[config.mk]
export PLATFORM = sky130hd
export DESIGN_NAME = param_updown_counter
export DESIGN_NICKNAME = d
export VERILOG_FILES = /design/src/rtl/param_counter_pkg.sv /design/src/rtl/counter_prescaler.sv /design/src/rtl/param_updown_counter.sv
export SDC_FILE = /design/constraint.sdc
export NUM_CORES = 1
export LEC_CHECK = 0
export ABC_CLOCK_PERIOD_IN_PS = 4770
export BUFFER_PORTS_ARGS = -buffer_cell sky130_fd_sc_hd__buf_2
export CAP_MARGIN = 5
export CORE_MARGIN = 8
export CORE_UTILIZATION = 50
export DETAILED_ROUTE_END_ITERATION = 8
export GPL_TIMING_DRIVEN = 0
export PLACE_DENSITY = 0.75
export SLEW_MARGIN = 30
export SYNTH_ARGS = -nofsm -noshare
export SYNTH_HDL_FRONTEND = slang
export SYNTH_SLANG_ARGS = --single-unit
[constraint.sdc]
create_clock -name clk -period 4.77 [get_ports clk]
set_input_delay 0.2385 -clock clk [delete_from_list [all_inputs] [get_ports clk]]
set_output_delay 0.2385 -clock clk [all_outputs]
set_load 0.01 [all_outputs]
[src/rtl/param_counter_pkg.sv]
// Shared definitions for the parametrised up/down counter and its prescaler.
// The optional capture register is enabled by the PARAM_COUNTER_CAPTURE_EN macro.
package param_counter_pkg;

    typedef enum logic [1:0] {
        MODE_UP   = 2'b00,
        MODE_DOWN = 2'b01,
        MODE_PP   = 2'b10,
        MODE_HOLD = 2'b11
    } mode_e;

    // A zero step advances by one; the result is wide enough for any 16-bit step.
    function automatic logic [16:0] norm_step(input logic [15:0] step);
        return (step == '0) ? 17'd1 : {1'b0, step};
    endfunction

endpackage

[src/rtl/counter_prescaler.sv]
// Enable-gated prescaler: tick is high on every (presc+1)-th enabled cycle.
// PRESC_W=0 degenerates to a permanent tick.
module counter_prescaler #(
    parameter int unsigned PRESC_W = 4
) (
    input  logic                                      clk,
    input  logic                                      rst_n,
    input  logic                                      en,
    input  logic [((PRESC_W > 0) ? PRESC_W : 1)-1:0]  presc,
    input  logic                                      clear,
    output logic                                      tick
);

    generate
        if (PRESC_W == 0) begin : g_no_presc
            logic unused_presc;
            assign unused_presc = ^{clk, rst_n, en, presc, clear};
            assign tick = 1'b1;
        end else begin : g_presc
            logic [PRESC_W-1:0] cnt;

            assign tick = (cnt == presc);

            // A count left above a newly lowered presc restarts regardless of en.
            always_ff @(posedge clk or negedge rst_n) begin
                if (!rst_n) begin
                    cnt <= '0;
                end else if (clear) begin
                    cnt <= '0;
                end else if (cnt > presc) begin
                    cnt <= '0;
                end else if (en) begin
                    cnt <= (cnt == presc) ? '0 : cnt + PRESC_W'(1);
                end
            end
        end
    endgenerate

endmodule

[src/rtl/param_updown_counter.sv]
// Counter with up-wrap, down-wrap, ping-pong and hold modes, load, prescaled advance
// and a terminal-count pulse; PARAM_COUNTER_CAPTURE_EN adds the cap_val snapshot register.
module param_updown_counter
    import param_counter_pkg::*;
#(
    parameter int unsigned WIDTH     = 8,
    parameter int unsigned STEP_W    = 4,
    parameter int unsigned PRESC_W   = 4,
    parameter int unsigned RESET_VAL = 0
) (
    input  logic                                      clk,
    input  logic                                      rst_n,
    input  logic                                      en,
    input  logic                                      load,
    input  logic [WIDTH-1:0]                          load_val,
    input  logic [1:0]                                mode,
    input  logic [STEP_W-1:0]                         step,
    input  logic [WIDTH-1:0]                          limit,
    input  logic [((PRESC_W > 0) ? PRESC_W : 1)-1:0]  presc,
    input  logic                                      capture,
    output logic [WIDTH-1:0]                          count,
    output logic                                      dir,
    output logic                                      tc,
    output logic [WIDTH-1:0]                          cap_val
);

    logic             tick;
    logic             advance;
    logic [16:0]      s;
    logic [16:0]      cnt_x;
    logic [16:0]      lim_x;
    logic [16:0]      sum;
    logic [16:0]      diff;
    logic [WIDTH-1:0] next_count;
    logic             next_dir;
    logic             next_tc;

    counter_prescaler #(
        .PRESC_W (PRESC_W)
    ) u_presc (
        .clk   (clk),
        .rst_n (rst_n),
        .en    (en),
        .presc (presc),
        .clear (load),
        .tick  (tick)
    );

    assign advance = en & tick;
    assign s       = norm_step(16'(step));
    assign cnt_x   = 17'(count);
    assign lim_x   = 17'(limit);
    assign sum     = cnt_x + s;
    assign diff    = cnt_x - s;

    always_comb begin
        next_count = count;
        next_dir   = dir;
        next_tc    = 1'b0;
        if (advance) begin
            case (mode_e'(mode))
                MODE_UP: begin
                    next_dir = 1'b0;
                    if (sum > lim_x) begin
                        next_count = '0;
                        next_tc    = 1'b1;
                    end else begin
                        next_count = sum[WIDTH-1:0];
                    end
                end
                MODE_DOWN: begin
                    next_dir = 1'b0;
                    if (cnt_x < s) begin
                        next_count = limit;
                        next_tc    = 1'b1;
                    end else begin
                        next_count = diff[WIDTH-1:0];
                    end
                end
                MODE_PP: begin
                    if (!dir) begin
                        if (sum >= lim_x) begin
                            next_count = limit;
                            next_dir   = 1'b1;
                            next_tc    = 1'b1;
                        end else begin
                            next_count = sum[WIDTH-1:0];
                        end
                    end else begin
                        if (cnt_x <= s) begin
                            next_count = '0;
                            next_dir   = 1'b0;
                            next_tc    = 1'b1;
                        end else begin
                            next_count = diff[WIDTH-1:0];
                        end
                    end
                end
                default: begin
                    next_count = count;
                end
            endcase
        end
    end

    always_ff @(posedge clk or negedge rst_n) begin
        if (!rst_n) begin
            count <= WIDTH'(RESET_VAL);
            dir   <= 1'b0;
            tc    <= 1'b0;
        end else if (load) begin
            count <= load_val;
            tc    <= 1'b0;
        end else begin
            count <= next_count;
            dir   <= next_dir;
            tc    <= next_tc;
        end
    end

`ifdef PARAM_COUNTER_CAPTURE_EN
    always_ff @(posedge clk or negedge rst_n) begin
        if (!rst_n) begin
            cap_val <= '0;
        end else if (capture) begin
            cap_val <= count;
        end
    end
`else
    logic unused_capture;
    assign unused_capture = capture;
    assign cap_val        = '0;
`endif

endmodule

==> reports/summary.txt, run 1 <==
HP Class - input port to register
period utilisation layout - 83.0%
Worst-path clk slew - 0.05 ns
Cell variety after synth - 64
Detailed Routing Iterations Pass 1 - 6
cells after synthesis - 266
Comb power frac - 56.8%
Die X - 81.0 um
starting density of the core - 52.4%
Final Hold Fails - 0
CP endpoint kind - register
total CTS buffers - 3
Max VDD drop - 0.136 mV
clock sinks - 14
core area - 0.00403 mm^2
Placer Congestion - 0.977
internal power - 0.318 mW
Clock Skew - 0.00298 ns
largest net degree at the start of global routing - 15
Clock Tree Buf Depth - 2
Post-synth EDFFs - 0
Net Switching - 0.246 mW
Rel. slew slack - 59.5%
cell with the most instances after synthesis - inv_1
total grt overflow - 0
Fin Setup TNS - 0 ns
Worst EP required - 4.91 ns
Worst Min Path Start - load_val[4]
Mapped Area - 0.00211 mm^2
Critical Path Start - count[0]
CP Cell Sequence - ha_1 -> fa_1 -> nand2b_4 -> a21oi_4 -> and3_1 -> xor2_1 -> ha_1 -> a21oi_1 -> o221ai_1 -> nor4_4 -> mux2i_1 -> or3_1 -> o211ai_1
Buffers on Ports - 39
H-tree depth - 1
routed wire length - 6100 um
status - finished, final reports clean
critical path class - register to register
share of layout cells above drive strength 1 - 22.2%
antenna violations before repair - 0
fin area - 0.00245 mm^2
Final Max Slew Viols - 0
Synth area leaders - dfrtp_1 (17%), ha_1 (15%), inv_1 (5.5%)
clock power share - 17.2%
asr flop ratio synth - 100%
DRC viols - 0
P per Cell Area - 231 mW/mm^2
dpl ws - 0.619 ns
Yosys reg bits - 14
final-stage net count - 376
CTS root buf - clkbuf_8
Post-DRT Antenna Nets - 0
syn avg cell area - 7.94 um^2
r2r worst-path depth - 13
global-route usage over all layers - 18.9%
Worst Tran Pin Value - 0.600 ns
count of final setup violators - 0
CP startpoint kind - register
Leakage Power - 1.19 nW
DPL Wire Length - 5160 um
sw frac - 43.6%
CP max stage delay - 0.62 ns
TritonCTS clock tree - done
top-level port count - 49
DR vias/cell - 5.89
DIE HEIGHT - 81.0 um
hold path depth - 2
Placed Area - 0.00240 mm^2
total of max-cap violations - 0
Post-synth top flop - dfrtp_1
die area - 0.00656 mm^2
Post-synth top cells - inv_1 (31), nand2_1 (26), ha_1 (25)
data arrival time of the critical path - 4.10 ns
Vias - 2157
final worst setup slack - 0.812 ns
fmax - 253 MHz
Starting DRT DRC Count - 170
worst-path cell with the longest stage delay - nor4_4
wire per inst - 16.7 um
Final Util - 60.7%
post-layout minimum cycle time - 3.96 ns
row count - 23
worst r2r src - count[0]
R2R Setup Slk - 0.81 ns
vias in the first global route - 2079
first-pass GRT wire length - 10100 um
Reg power frac - 26.0%
Synthesis Warnings - 0
Clock Latency Late Sink - 0.25 ns
Total Power - 0.564 mW
Most common cell on crit path - ha_1
post-synth top area share - 16.6%
RSZ-0062 raised after global routing - false
sequential area share after synthesis - 16.6%
crit path max fanout - 8
post-synth top area cell - dfrtp_1
Synth-to-Final Area Change - 15.9%
ant diodes - 0
path summary, 6_finish.rpt:
path                                                to
worst max-delay path                          count[0]
worst min-delay path                          count[4]
worst max register to register                count[0]
worst min register to register  u_presc.g_presc.cnt[3]
max in group asynchronous                     count[6]
min in group asynchronous       u_presc.g_presc.cnt[2]
what timing repair did:
action | in CTS | in global routing
hold endpoints to repair | 14 | 0
hold buffers | 1 | 0
resized for setup | 0 | 0
setup buffers | 0 | 0
per-stage QoR:
| stage | instances | hold WS [ns] |
|---|---|---|
| finish | 366 | 0.226 |
| global placement | 362 | 0.154 |
| global route | 366 | 0.249 |
| detailed placement | 362 | 0.152 |
| floorplan | 273 | -0.0571 |
| CTS | 366 | 0.230 |
power by group through the flow:
stage          logic, mW  registers [mW]  clock network, mW
2_1_floorplan      0.226           0.150                  0
4_1_cts            0.318           0.147             0.0983
3_5_place_dp       0.314           0.149                  0
5_1_grt            0.355           0.149              0.104
6_report           0.321           0.147             0.0968
3_3_place_gp       0.314           0.148                  0
state kept, by name, summed over array words and instances (netlist names):
register / flops
tc: 1
count: 8
u_presc.g_presc.cnt: 4
dir: 1
cell families (layout without fill, tap and decap cells):
logic type,count (synthesis),after routing,synth area share [%]
AOI/OAI and AO/OA,76,76,27.2
DFF,14,14,16.6
xor gates and xnor gates,9,9,3.73
buffers and inverters,48,91,11.1
other,1,8,0.178
adders and majority gates,27,27,16.7
and+or+nand+nor,88,88,23.1
muxes,3,3,1.42
cell type report:
class                           instances  area, um^2
Inverter                               31         116
Tap cell                               50        62.6
Buffer                                 17         118
Clock buffer                            3        41.3
Multi-Input combinational cell        211        1550
Fill cell                             378        1580
Sequential cell                        14         350
Timing Repair Buffer                   40         205
cells in the final DEF (no fill, tap or decap), types with 3 or more instances in the layout:
master,instances
inv_1,31
nor2b_1,4
buf_2,40
xor2_1,3
o211ai_1,5
buf_4,8
xnor2_1,6
a31oi_1,8
nand2_1,26
a21oi_1,12
o21ai_0,11
nor3_1,5
mux2i_1,3
dfrtp_1,14
nand4_1,4
a32oi_1,5
and3_1,3
nand3_1,6
o21a_1,3
ha_1,25
conb_1,8
clkbuf_8,3
nor2_1,17
buf_6,3
o31ai_1,3
clkbuf_1,5
or3_1,4
worst max-delay path, delay by kind of cell (launching register included):
| kind | cells | cell delay (ns) |
|---|---|---|
| mux | 1 | 0.19 |
| xor+xnor | 1 | 0.30 |
| flops | 1 | 0.40 |
| fa+ha+maj | 3 | 1.02 |
| compound gates | 4 | 0.59 |
| simple gates | 4 | 1.34 |
metal layers:
| layer | track usage (%) | up-vias | routed length (um) |
|---|---|---|---|
| met5 | 0 | - | 0 |
| met4 | 2.50 | 0 | 71 |
| met3 | 3.42 | 8 | 523 |
| met2 | 31.7 | 106 | 2900 |
| met1 | 25.3 | 994 | 2610 |
| li1 | - | 1049 | - |
No activity file was read; power rests on OpenSTA's default activity.
==> inputs of run 2 (changes only) <==
ABC_AREA = 1   (was default)
ABC_CLOCK_PERIOD_IN_PS = 4150   (was 4770)
PLACE_DENSITY = 0.74   (was 0.75)
clock period = 4.15 ns   (was 4.77 ns; I/O delays follow)
==> reports/summary.txt, run 2 <==
H-tree depth - 1
core area - 0.00435 mm^2
Post-Synth XOR/XNOR Area - 1.55%
Vias - 2373
Synth area leaders - nand2_1 (20%), dfrtp_1 (15%), ha_1 (14%)
post-layout minimum cycle time - 3.51 ns
final-stage net count - 488
global-route usage over all layers - 17.9%
critical path class - register to register
Final Hold Fails - 0
Final Max Slew Viols - 0
DPL Wire Length - 5140 um
clock sinks - 14
CP startpoint kind - register
Worst-path clk slew - 0.06 ns
CP Cell Sequence - ha_1 -> fa_1 -> nand2_2 -> nand2_2 -> nand4_1 -> xor2_1 -> inv_1 -> ha_1 -> nand2_1 -> nand2_1 -> nand2_1 -> nand3_1 -> o21ai_0 -> nand2_1 -> nor2_1 -> nand2_1 -> nand2_1 -> clkinv_1 -> nand2_1 -> nand2_1 -> nand2_1
Compound-Gate Fraction of Synth Area - 8.72%
DIE HEIGHT - 83.3 um
syn avg cell area - 5.99 um^2
vias in the first global route - 2357
post-synth top area cell - nand2_1
Max VDD drop - 0.149 mV
Post-DRT Antenna Nets - 0
starting density of the core - 52.0%
row count - 24
dpl ws - 0.488 ns
Largest regs - count x8, u_presc.g_presc.cnt x4
Placer Congestion - 0.914
hold path endpoint - count[7]
total of max-cap violations - 0
DRC viols - 0
Leakage Power - 1.57 nW
Mapped Area - 0.00227 mm^2
Total Power - 0.824 mW
hold path depth - 3
ant diodes - 0
Starting DRT DRC Count - 141
TritonCTS clock tree - done
post-synthesis mux area share - 0%
commonest non-fill, non-tap cell in the layout - nand2_1
top-level port count - 49
DR vias/cell - 4.94
total grt overflow - 0
filler instances - 436
Most common cell on crit path - nand2_1
antenna violations before repair - 0
asr flop ratio synth - 100%
first-pass GRT wire length - 10600 um
worst r2r src - count[0]
die area - 0.00694 mm^2
data arrival time of the critical path - 3.69 ns
cells after synthesis - 378
setup repair bufs after CTS - 0
r2r worst-path depth - 21
Cell variety after synth - 35
Synth-to-Final Area Change - 14.9%
Synth Area in Adders - 15.6%
Fin Setup TNS - 0 ns
Detailed Routing Iterations Pass 1 - 4
final worst setup slack - 0.643 ns
Synthesis Warnings - 0
Worst Min Path Start - load_val[7]
period utilisation layout - 84.5%
R2R Setup Slk - 0.64 ns
post-synth top area share - 20.0%
P per Cell Area - 316 mW/mm^2
crit path max fanout - 7
share of layout cells above drive strength 1 - 19.6%
CP endpoint kind - register
Post-synth top cells - nand2_1 (121), inv_1 (59), nor2_1 (40)
largest net degree at the start of global routing - 15
number of flip-flops in the largest register - 8
sequential area share after synthesis - 15.5%
Buffers on Ports - 39
Clock Skew - 0.00322 ns
simple-gate share of the synthesized area - 42.1%
Post-synth top flop - dfrtp_1
Most flops, register - count
CP max stage delay - 0.43 ns
wire per inst - 12.7 um
largest family of logic cells by synthesized area - simple AND/OR/NAND/NOR gates
count of final setup violators - 0
RSZ-0062 raised after global routing - false
Post-synth EDFFs - 0
CTS root buf - clkbuf_8
Yosys reg bits - 14
Die X - 83.3 um
worst-path cell with the longest stage delay - dfrtp_1
status - finished, final reports clean
reg2reg end - count[4]
routed wire length - 6090 um
commonest cells after routing, fill and taps aside - nand2_1 (121), inv_1 (59), nor2_1 (40), buf_2 (39), ha_1 (25)
total CTS buffers - 3
Worst EP required - 4.33 ns
Clock Latency Late Sink - 0.24 ns
HP Class - input port to register
cell with the most instances after synthesis - nand2_1
Clock Tree Buf Depth - 2
fmax - 285 MHz
[run 2: changes by cell type after synthesis, moves of 5 or more]
| cell | before | now |
|---|---|---|
| a32oi_1 | 5 | 0 |
| nand3_1 | 6 | 24 |
| xnor2_1 | 6 | 0 |
| nand2_1 | 26 | 121 |
| a31oi_1 | 8 | 1 |
| nand2_2 | 0 | 8 |
| inv_2 | 0 | 5 |
| o211ai_1 | 5 | 0 |
| inv_1 | 31 | 59 |
| nor2_1 | 17 | 40 |
[run 2: how the worst max path moves through the flow]
| stage | from | end | depth (start not counted) |
|---|---|---|---|
| after floorplan | step[2] | count[6] | 23 |
| after global placement | step[1] | count[4] | 24 |
| after detailed placement | step[1] | count[4] | 24 |
| after CTS | count[0] | count[4] | 21 |
| after global routing | count[0] | count[4] | 21 |
| final | count[0] | count[4] | 21 |
[run 2: power breakdown]
group / internal [mW] / switching, mW
Clock: 0.0641 / 0.0458
Combinational: 0.192 / 0.335
Sequential: 0.158 / 0.0285
[run 2: routing by layer]
metal / wire length, um / global-route usage (%) / vias up
met5: 0 / 0 / -
met4: 67 / 3.35 / 0
met3: 377 / 3.13 / 6
met2: 2910 / 30.1 / 81
met1: 2740 / 23.1 / 1034
li1: - / - / 1252
[run 2: area by class of cell]
type | count | area, um^2 | share of cell area, %
multi-input cells | 289 | 1570 | 60.3
well taps | 52 | 65.1 | 2.50
plain buffers | 15 | 118 | 4.52
clock buffers | 3 | 41.3 | 1.59
repair buffers | 40 | 205 | 7.88
flip-flops and latches | 14 | 350 | 13.5
inverters | 67 | 254 | 9.75
[run 2: repair_timing]
| item | CTS | global route |
|---|---|---|
| endpoints found under the setup margin | 0 | 0 |
| hold buffers | 1 | 0 |
| hold endpoints to repair | 14 | 0 |
| gates resized for setup | 0 | 0 |
[run 2: stage by stage]
step	instances	util (%)	hold WS (ns)	instance area, um^2
2_1_floorplan	385	-	-0.0881	2290
3_3_place_gp	476	58.6	0.117	2550
3_5_place_dp	476	58.6	0.127	2550
4_1_cts	480	59.8	0.281	2600
5_1_grt	480	59.8	0.280	2600
6_report	480	59.8	0.275	2600
[run 2: logic make-up (layout without fill, tap and decap cells)]
| group | after synthesis | after routing |
|---|---|---|
| XOR/XNOR | 4 | 4 |
| adder cells (fa/ha/maj) | 27 | 27 |
| AO/OA/AOI/OAI | 33 | 33 |
| buffers and inverters | 82 | 125 |
| flip-flops | 14 | 14 |
| other | 1 | 8 |
| AND/OR/NAND/NOR | 217 | 217 |
[run 2: worst max-delay path, delay by kind of cell, from the launching register on]
family / cells / cell delay (ns)
AND/OR/NAND/NOR: 14 / 1.28
adder cells (fa/ha/maj): 3 / 0.97
flip-flops: 1 / 0.43
AO/OA/AOI/OAI: 1 / 0.32
XOR/XNOR: 1 / 0.26
buffers and inverters: 2 / 0.18
